## config.mk

```make
export PLATFORM = sky130hd
export DESIGN_NAME = reg_mem_flat
export DESIGN_NICKNAME = d
export VERILOG_FILES = /design/src/rtl/reg_mem_pkg.sv /design/src/rtl/reg_mem_if.sv /design/src/rtl/reg_word.sv /design/src/rtl/reg_mem.sv /design/src/flat_wrapper.sv
export SDC_FILE = /design/constraint.sdc
export NUM_CORES = 1
export LEC_CHECK = 0
export BUFFER_PORTS_ARGS = -buffer_cell sky130_fd_sc_hd__buf_2
export CELL_PAD_IN_SITES_DETAIL_PLACEMENT = 1
export CELL_PAD_IN_SITES_GLOBAL_PLACEMENT = 1
export CORE_MARGIN = 3
export CORE_UTILIZATION = 30
export DETAILED_ROUTE_END_ITERATION = 8
export PLACE_DENSITY_LB_ADDON = 0.1
export SETUP_SLACK_MARGIN = 0.1
export SLEW_MARGIN = 15
export SYNTH_ARGS = -nofsm -noshare
export SYNTH_HDL_FRONTEND = slang
export SYNTH_SLANG_ARGS = --single-unit
```

## constraint.sdc

```tcl
create_clock -name clk -period 17.65 [get_ports clk]
set_clock_uncertainty 0.05 [all_clocks]
set_input_delay 1.765 -clock clk [delete_from_list [all_inputs] [get_ports clk]]
set_output_delay 1.765 -clock clk [all_outputs]
set_load 0.005 [all_outputs]
```

## src/rtl/reg_mem_pkg.sv

```systemverilog
//------------------------------------------------------------------------------
// Module : reg_mem_pkg
// Brief  : Shared FSM state type and even-parity helper for reg_mem.
// Rev    : 1.0 - initial release
//------------------------------------------------------------------------------
`default_nettype none

package reg_mem_pkg;

  typedef enum logic [0:0] {
    ST_IDLE = 1'b0,
    ST_FILL = 1'b1
  } state_e;

  // Widest word the parity helper accepts; narrower words are zero-extended.
  localparam int PAR_MAX_W = 64;

  function automatic logic par_even(input logic [PAR_MAX_W-1:0] word);
    return ^word;
  endfunction

endpackage

`default_nettype wire

```

## src/rtl/reg_mem_if.sv

```systemverilog
//------------------------------------------------------------------------------
// Module : reg_mem_if
// Brief  : Write/read/fill bus of reg_mem; master drives requests, slave answers.
// Rev    : 1.0 - initial release
//------------------------------------------------------------------------------
`default_nettype none

interface reg_mem_if #(
  parameter int WIDTH = 8,
  parameter int AW    = 6
);

  logic             we;
  logic [AW-1:0]    wadd;
  logic [WIDTH-1:0] Din;
  logic             re;
  logic [AW-1:0]    radd;
  logic [WIDTH-1:0] Dout;
  logic             rvalid;
  logic             init_req;
  logic [WIDTH-1:0] init_val;
  logic             busy;
  logic             wr_drop;
  logic             perr;

  modport master (
    output we, wadd, Din, re, radd, init_req, init_val,
    input  Dout, rvalid, busy, wr_drop, perr
  );

  modport slave (
    input  we, wadd, Din, re, radd, init_req, init_val,
    output Dout, rvalid, busy, wr_drop, perr
  );

endinterface

`default_nettype wire

```

## src/rtl/reg_word.sv

```systemverilog
//------------------------------------------------------------------------------
// Module : reg_word
// Brief  : One storage word with asynchronous active-high clear and write enable.
// Rev    : 1.0 - initial release
//------------------------------------------------------------------------------
`default_nettype none

module reg_word #(
  parameter int W = 8
) (
  input  wire logic         clk,
  input  wire logic         clr,
  input  wire logic         we,
  input  wire logic [W-1:0] d,
  output logic      [W-1:0] q
);

  logic [W-1:0] word_q;
  logic [W-1:0] word_d;

  always_comb begin
    word_d = we ? d : word_q;
  end

  always_ff @(posedge clk or posedge clr) begin
    if (clr) begin
      word_q <= '0;
    end else begin
      word_q <= word_d;
    end
  end

  assign q = word_q;

endmodule

`default_nettype wire

```

## src/rtl/reg_mem.sv

```systemverilog
//------------------------------------------------------------------------------
// Module : reg_mem
// Brief  : DEPTH x WIDTH flop register file with registered read port and a
//          sequential bulk-fill engine. Define REG_MEM_PARITY_EN for per-word
//          even parity with a read-time perr pulse.
// Rev    : 1.0 - initial release
//------------------------------------------------------------------------------
`default_nettype none

module reg_mem
  import reg_mem_pkg::*;
#(
  parameter int WIDTH = 8,
  parameter int DEPTH = 64
) (
  input  wire logic clk,
  input  wire logic Cl,
  reg_mem_if.slave  bus
);

  localparam int AW = $clog2(DEPTH);
`ifdef REG_MEM_PARITY_EN
  localparam int PW = 1;
`else
  localparam int PW = 0;
`endif
  localparam int WW = WIDTH + PW;

  state_e           state_q, state_d;
  logic [AW-1:0]    ptr_q, ptr_d;
  logic [WIDTH-1:0] fill_val_q, fill_val_d;
  logic [WIDTH-1:0] dout_q, dout_d;
  logic             rvalid_q, rvalid_d;
  logic             wr_drop_q, wr_drop_d;
  logic             perr_q, perr_d;

  logic             fill;
  logic [WIDTH-1:0] wr_data;
  logic [WW-1:0]    wr_word;
  logic [WW-1:0]    rd_word;
  logic [DEPTH-1:0] word_we;
  logic [WW-1:0]    words [DEPTH];

  assign fill    = (state_q == ST_FILL);
  assign wr_data = fill ? fill_val_q : bus.Din;

`ifdef REG_MEM_PARITY_EN
  assign wr_word = {par_even(PAR_MAX_W'(wr_data)), wr_data};
`else
  assign wr_word = wr_data;
`endif

  // The fill owns every word while it runs; user writes are locked out.
  for (genvar i = 0; i < DEPTH; i++) begin : g_word
    assign word_we[i] = fill ? (ptr_q == AW'(i))
                             : (bus.we && (bus.wadd == AW'(i)));

    reg_word #(.W(WW)) u_word (
      .clk (clk),
      .clr (Cl),
      .we  (word_we[i]),
      .d   (wr_word),
      .q   (words[i])
    );
  end

  // Addresses with no matching word fall through to zero.
  always_comb begin
    rd_word = '0;
    for (int i = 0; i < DEPTH; i++) begin
      if (bus.radd == AW'(i)) rd_word = words[i];
    end
  end

  always_comb begin
    state_d    = state_q;
    ptr_d      = ptr_q;
    fill_val_d = fill_val_q;
    dout_d     = bus.re ? rd_word[WIDTH-1:0] : dout_q;
    rvalid_d   = bus.re;
    wr_drop_d  = fill && bus.we;
    perr_d     = 1'b0;
`ifdef REG_MEM_PARITY_EN
    perr_d     = bus.re && (rd_word[WIDTH] != par_even(PAR_MAX_W'(rd_word[WIDTH-1:0])));
`endif
    unique case (state_q)
      ST_IDLE: begin
        if (bus.init_req) begin
          state_d    = ST_FILL;
          ptr_d      = '0;
          fill_val_d = bus.init_val;
        end
      end
      ST_FILL: begin
        ptr_d = ptr_q + AW'(1);
        if (ptr_q == AW'(DEPTH - 1)) begin
          state_d = ST_IDLE;
          ptr_d   = '0;
        end
      end
      default: state_d = ST_IDLE;
    endcase
  end

  always_ff @(posedge clk or posedge Cl) begin
    if (Cl) begin
      state_q    <= ST_IDLE;
      ptr_q      <= '0;
      fill_val_q <= '0;
      dout_q     <= '0;
      rvalid_q   <= 1'b0;
      wr_drop_q  <= 1'b0;
      perr_q     <= 1'b0;
    end else begin
      state_q    <= state_d;
      ptr_q      <= ptr_d;
      fill_val_q <= fill_val_d;
      dout_q     <= dout_d;
      rvalid_q   <= rvalid_d;
      wr_drop_q  <= wr_drop_d;
      perr_q     <= perr_d;
    end
  end

  assign bus.Dout    = dout_q;
  assign bus.rvalid  = rvalid_q;
  assign bus.busy    = fill;
  assign bus.wr_drop = wr_drop_q;
  assign bus.perr    = perr_q;

endmodule

`default_nettype wire
```

## src/flat_wrapper.sv

```systemverilog
// flat-port wrapper written by rule: the top's interface ports become plain ports
module reg_mem_flat import reg_mem_pkg::*;
#(
  parameter int WIDTH = 8,
  parameter int DEPTH = 64
)
  (clk, Cl, bus_we, bus_wadd, bus_Din, bus_re, bus_radd, bus_init_req, bus_init_val, bus_Dout, bus_rvalid, bus_busy, bus_wr_drop, bus_perr);
  reg_mem_if #(.WIDTH(WIDTH)) bus_i ();
  input  wire logic clk;
  input  wire logic Cl;
  input wire logic [$bits(bus_i.we)-1:0] bus_we;
  input wire logic [$bits(bus_i.wadd)-1:0] bus_wadd;
  input wire logic [$bits(bus_i.Din)-1:0] bus_Din;
  input wire logic [$bits(bus_i.re)-1:0] bus_re;
  input wire logic [$bits(bus_i.radd)-1:0] bus_radd;
  input wire logic [$bits(bus_i.init_req)-1:0] bus_init_req;
  input wire logic [$bits(bus_i.init_val)-1:0] bus_init_val;
  output wire logic [$bits(bus_i.Dout)-1:0] bus_Dout;
  output wire logic [$bits(bus_i.rvalid)-1:0] bus_rvalid;
  output wire logic [$bits(bus_i.busy)-1:0] bus_busy;
  output wire logic [$bits(bus_i.wr_drop)-1:0] bus_wr_drop;
  output wire logic [$bits(bus_i.perr)-1:0] bus_perr;
  assign bus_i.we = bus_we;
  assign bus_i.wadd = bus_wadd;
  assign bus_i.Din = bus_Din;
  assign bus_i.re = bus_re;
  assign bus_i.radd = bus_radd;
  assign bus_i.init_req = bus_init_req;
  assign bus_i.init_val = bus_init_val;
  assign bus_Dout = bus_i.Dout;
  assign bus_rvalid = bus_i.rvalid;
  assign bus_busy = bus_i.busy;
  assign bus_wr_drop = bus_i.wr_drop;
  assign bus_perr = bus_i.perr;
  reg_mem #(.WIDTH(WIDTH), .DEPTH(DEPTH)) u_core (.clk(clk), .Cl(Cl), .bus(bus_i));
endmodule
```

# Word level (Yosys, flattened, before mapping)
# Cells that the tools add are included.
[totals] reg_bits=537 input_bits=33 output_inout_bits=12 wordCells=466
[op_classes] add_sub_neg=1 eq_ne=190 muxes=135 n_bitwise=1 reduce_logical=69
[ops] op="6-bit == test, second input constant" n=96
[ops] op="8-bit 2-to-1 mux" n=65
[ops] op="6-bit by 5-bit == test with 1-bit output, second input constant" n=48
[ops] op="6-bit by 4-bit == test with 1-bit output, second input constant" n=24
[ops] op="6-bit by 3-bit == test with 1-bit output, second input constant" n=12
[ops] op="1-bit 2-to-1 mux" n=66
[ops] op="1-bit logical AND" n=65
[ops] op="6-bit by 2-bit == test with 1-bit output, second input constant" n=6
[ops] op="6-bit by 1-bit == test with 1-bit output, second input constant" n=3
[ops] op="6-bit zero test" n=3
[ops] op="6-bit 2-to-1 mux" n=2
[ops] op="6-bit case mux with 2 select lines" n=1
[ops] op="6-bit by 1-bit adder with 6-bit output, second input constant" n=1
[ops] op="2-bit inequality test, second input constant" n=1
[ops] op="1-bit case mux with 2 select lines" n=1
[ops] op="2-bit AND reduction" n=1
[ops] op="1-bit inverter" n=1

# Longest topological paths before layout
[depth] depth_word=65 depth_mapped=13 ltp_nobuf=8

# By module
# From an unflattened synthesis, not the netlist that was laid out.
[hier_totals] hier_cells=2317 area_unflattened_um2=29205.5
[by_module_without_submodules] module="reg_word" instances=64 cells_each=18 area_per_inst_um2=335.3 seq_area_each_um2=200.2
[by_module_without_submodules] module="reg_mem" instances=1 cells_each=1165 area_per_inst_um2=7744.9 seq_area_each_um2=625.6

# Least setup slack after synthesis
# No wires, ideal clock.
[synth_path] path_kind="input to register" start="input port bus_radd[2]" end="register u_core.dout_q[1] (netlist: u_core.bus.Dout[1])" setup_time_ns=0.144 t_arrival_ns=3.705 t_required_ns=17.456 path_slack_ns=13.751 path_stages=9 n_path_buf=1 cell_sequence="buf_2 > or4b_1 > or3_1 > o2111ai_1 > o2111a_1 > nand2_1 > o311a_1 > o21ai_1 > o221ai_1"
[synth_via] elab_chain_cells=65 elab_cells_between_ends=128 classes_between="eq/ne (63); mux (64); reduce/logical (1)"
[synth_lines] element="start, declared" line_no="flat_wrapper.sv:15" text="input wire logic [$bits(bus_i.radd)-1:0] bus_radd;"
[synth_lines] element="6-bit zero test" line_no="reg_mem.sv:71" text="if (bus.radd == AW'(i)) rd_word = words[i];"
[synth_lines] element="8-bit 2-to-1 mux (63 in series)" line_no="reg_mem.sv:71"
[synth_lines] element="8-bit 2-to-1 mux (*)" line_no="reg_mem.sv:71"
[synth_lines] element="end signal, assigned" line_no="reg_mem.sv:118" text="dout_q <= dout_d;"
[synth_lines] element="end, declared" line_no="reg_mem.sv:32" text="logic [WIDTH-1:0] dout_q, dout_d;"
# Every way passes the cells marked *; elsewhere a longest branch is shown, timed or not.
# A chain may end at the register's enable or synchronous reset.

# Final worst setup path
[layout_path] start="input port bus_radd[1]" end="register u_core.dout_q[6] (netlist: u_core.bus.Dout[6])"
# The elaborated chain is that of the path after synthesis.

==> results.md <==
| Item | Reported | Unit |
|---|---|---|
| Multiplexer share of the synthesized area | 1.557 | % |
| Sum of net half-perimeters after detailed placement | 86.34 | mm |
| Power density relative to cell area | 157.9 | nW/um2 |
| Area share of fa/ha/maj cells after synthesis | 0.1977 | % |
| Final Hold Violating Endpoints | 0 | - |
| Finish-stage setup viols | 0 | - |
| Fin crit period | 6249 | ps |
| Synthesized-area fraction occupied by ao, oa, aoi and oai cells | 24.31 | % |
| Clock tree from TritonCTS | yes | - |
| Result of the run | finished, final reports clean | - |
| Worst path cell trace | buf_4, buf_4, nor4bb_2, nand2_1, o22ai_1, nor2_1, a221oi_1, o311ai_0, o21ai_0, a21oi_1 | - |
| CP arrival | 6680 | ps |
| Synthesized area | 25,320 | um2 |
| Standard-cell row count | 105 | - |
| Final worst slack | 11,400 | ps |
| Met3 GRT Util | 4.689 | % |
| Routability cong. | 0.9535 | - |
| Worst Reg-to-Reg Cells | 4 | - |
| Largest net degree at the start of global routing | 124 | - |
| Met2 GRT Util | 43.98 | % |
| Clk slew on worst S/H paths | 60 | ps |
| Worst setup EP type | register | - |
| Iteration-0 DRC Markers | 2,396 | - |
| Max Root-Sink Buffers | 3 | - |
| Largest area contributor in the synthesized netlist | sky130_fd_sc_hd__dfrtp_1 | - |
| Total track usage | 28.20 | % |
| Timing-limited maximum frequency | 160.0 | MHz |
| Max H-tree Level | 3 | - |
| Drc violations | 0 | - |
| Num Clock Sinks | 537 | - |
| Area share of the leading cell type in the synthesized netlist | 53.07 | % |
| Top post-synthesis cells by area | sky130_fd_sc_hd__dfrtp_1, sky130_fd_sc_hd__a21oi_1, sky130_fd_sc_hd__nor2_1 | - |
| Net count after synthesis | 2,892 | - |
| Most instantiated flip-flop cell in the synthesis netlist | sky130_fd_sc_hd__dfrtp_1 | - |
| Critical path peak fanout | 56 | - |
| Met1 layer usage reported by global route | 39.13 | % |
| Most common cell after layout, fill and taps aside | sky130_fd_sc_hd__nor2_1 | - |
| Critical-path top delay cell | sky130_fd_sc_hd__nor4bb_2 | - |
| Number of antenna violations at the first check in global routing | 7 | - |
| Register bit total from synthesis | 537 | - |
| Transition time of the tightest slew-check pin | 1183 | ps |
| Post-place instance area | 27,050 | um2 |
| IR drop worst, VDD | 72.12 | uV |
| Number of library cell types mapped by synthesis | 86 | - |
| Final worst path period share | 35.41 | % |
| Final Net Count | 2,903 | - |
| Number of enable-type register cells in the synthesized netlist | 0 | - |
| Post-CTS Hold Buffers | 0 | - |
| Routed length per instance | 30.71 | um |
| First-pass GRT wire length | 179.0 | mm |
| Largest family of logic cells by synthesized area | compound AO/OA/AOI/OAI gates | - |
| CP max stage delay | 1050 | ps |
| Average cell area after synthesis | 8.869 | um2 |
| Total via count after detailed routing | 23,654 | - |
| Instance count along the most critical hold path | 2 | - |
| Post-route cell area | 29,330 | um2 |
| Busiest layer in global routing | met2 | - |
| Buf/Inv on CP | 2 | - |
| Average via count per standard cell | 5.858 | - |
| Number of pins with negative max-slew slack in the final report | 0 | - |
| Max-Slew Margin vs Limit | 21.15 | % |
| CTS buffer count | 66 | - |
| Via count of the first global-routing pass | 24,085 | - |
| Synth-to-Final Area Change | 15.85 | % |
| I/O pin cnt | 45 | - |
| Final TNS setup | 0 | ps |
| Core utilization of the finished layout | 35.38 | % |
| Number of nets with antenna violations after detailed routing | 0 | - |
| Resize count post-CTS | 0 | - |
| Cell seen most often among critical-path stages | sky130_fd_sc_hd__buf_4 | - |
| Die area | 87,920 | um2 |
| Reg area | 13,440 | um2 |
| Total of buffers placed on input and output ports | 43 | - |
| Die extent in x | 296.5 | um |
| Fraction of layout cells with a size suffix above 1 | 10.53 | % |
| Required @ worst endpoint | 18,080 | ps |
| Share of synthesized cell area in and, or, nand and nor gates | 17.32 | % |
| Gate Count Post-Synth | 2,855 | - |
| Tightest Hold Check Type | reg -> reg | - |
| Crit path kind | in -> reg | - |
| Logic depth of the worst setup path including buffers | 10 | - |
| Unrepaired setup endpoints after global routing | false | - |
| Post-CTS setup-driven buffer insertion count | 0 | - |
| Remaining Overflow, GRT | 0 | - |
| Starting utilization of the core area | 30.54 | % |
| Clock root buffer | sky130_fd_sc_hd__clkbuf_16 | - |
| Fillers | 9,530 | - |
| Core ar. | 82,900 | um2 |
| Startpoint type of the worst setup path | input pin | - |
| Number of synthesis warnings | 0 | - |
| Placed cell count | 3,921 | - |
| Final WL | 124.0 | mm |
| # Max-Cap Violations | 0 | - |
| Fraction of synthesized cell area in xor and xnor cells | 0 | % |
| Clock latency on the worst-skew pair | 640 | ps |
| Iteration count of the initial detailed-routing pass | 5 | - |
| Count of inserted antenna diode cells | 0 | - |
| Fraction of synthesis flops using an asynchronous set or reset pin | 100.0 | % |
| Lkg Pwr | 11.75 | nW |
| Area taken by multi-input logic gates | 11,160 | um2 |
| Final cell count without fillers | 4,038 | - |
| Top Family by Delay on Critical Path | compound AO/OA/AOI/OAI gates | - |
| Worst setup timing slack at the placement stage | 10,870 | ps |
| Height of the die | 296.5 | um |
| Most frequent cells in the layout | sky130_fd_sc_hd__nor2_1, sky130_fd_sc_hd__a21oi_1, sky130_fd_sc_hd__dfrtp_1, sky130_fd_sc_hd__nand2_1, sky130_fd_sc_hd__o21ai_0 | - |
| Post-synthesis sequential area ratio | 53.07 | % |
-- worst reg2reg max path, stage by stage (launching register included) --
cell and delay [ps]:
sky130_fd_sc_hd__dfrtp_1 870, sky130_fd_sc_hd__buf_4 400, sky130_fd_sc_hd__nand3b_1 630, sky130_fd_sc_hd__o22ai_2 1050, sky130_fd_sc_hd__a21oi_1 210
-- cells in the mapped netlist (all sizes together) (34+ instances only) --
library cell and number:
nand3 42, a22oi 38, dfrtp 537, clkbuf 153, nand2 166, a221oi 34
o21ai 121, nor3 42, buf 49, o22ai 112, a21oi 588, nor2 637
-- path summary, 6_finish.rpt --
kind / startpoint / end / slack, ps
min in group asynchronous: Cl / u_core.g_word[25].u_word.q[6] / 1270
max reg2reg: u_core.bus.busy / u_core.g_word[27].u_word.q[0] / 14260
max in group asynchronous: Cl / u_core.g_word[39].u_word.q[2] / 13390
min: u_core.g_word[63].u_word.q[1] / u_core.g_word[63].u_word.q[1] / 450
min reg2reg: u_core.g_word[63].u_word.q[1] / u_core.g_word[63].u_word.q[1] / 450
max: bus_radd[1] / u_core.bus.Dout[6] / 11400
-- flip-flops by register name, indices dropped and copies added, names as in the netlist --
register / count
u_core.g_word.u_word.q: 512
u_core.bus.rvalid: 1
u_core.bus.wr_drop: 1
u_core.fill_val_q: 8
u_core.bus.Dout: 8
u_core.ptr_q: 6
u_core.bus.busy: 1
-- stage by stage --
step                power, mW  hold slack, ps
CTS                     4.653           456.5
detailed placement      3.194           443.3
finish                  4.632           454.7
global route            4.868           483.2
global placement        3.153           442.7
floorplan               2.620           394.7
-- cell type report --
class                           count  share of cell area (%)
Timing Repair Buffer              145                   3.374
Inverter                           15                  0.2175
Tap cell                         1123                   4.790
Clock buffer                       93                   6.458
Sequential cell                   537                   45.81
Clock inverter                     24                   1.292
Multi-Input combinational cell   2101                   38.06
-- metal layers --
metal / vias to the layer above / wire length (um)
li1: 10289 / -
met1: 12274 / 55080
met2: 837 / 55820
met3: 246 / 7642
met4: 8 / 5425
met5: - / 52
-- report_power, final --
| group | switching (mW) | internal (mW) |
|---|---|---|
| registers | 0.404 | 1.69 |
| clock network | 0.572 | 0.869 |
| logic | 0.732 | 0.365 |
| total | 1.71 | 2.92 |
-- cells by family (layout without fill, tap and decap cells) --
group,count (synthesis),in the layout
AO/OA/AOI/OAI,1049,1049
AND/OR/NAND/NOR,1011,1011
flip-flops,537,537
buffers and inverters,217,277
multiplexers,36,36
adder cells (fa/ha/maj),4,4
other,1,1
Power figures use the tool's default switching activity.
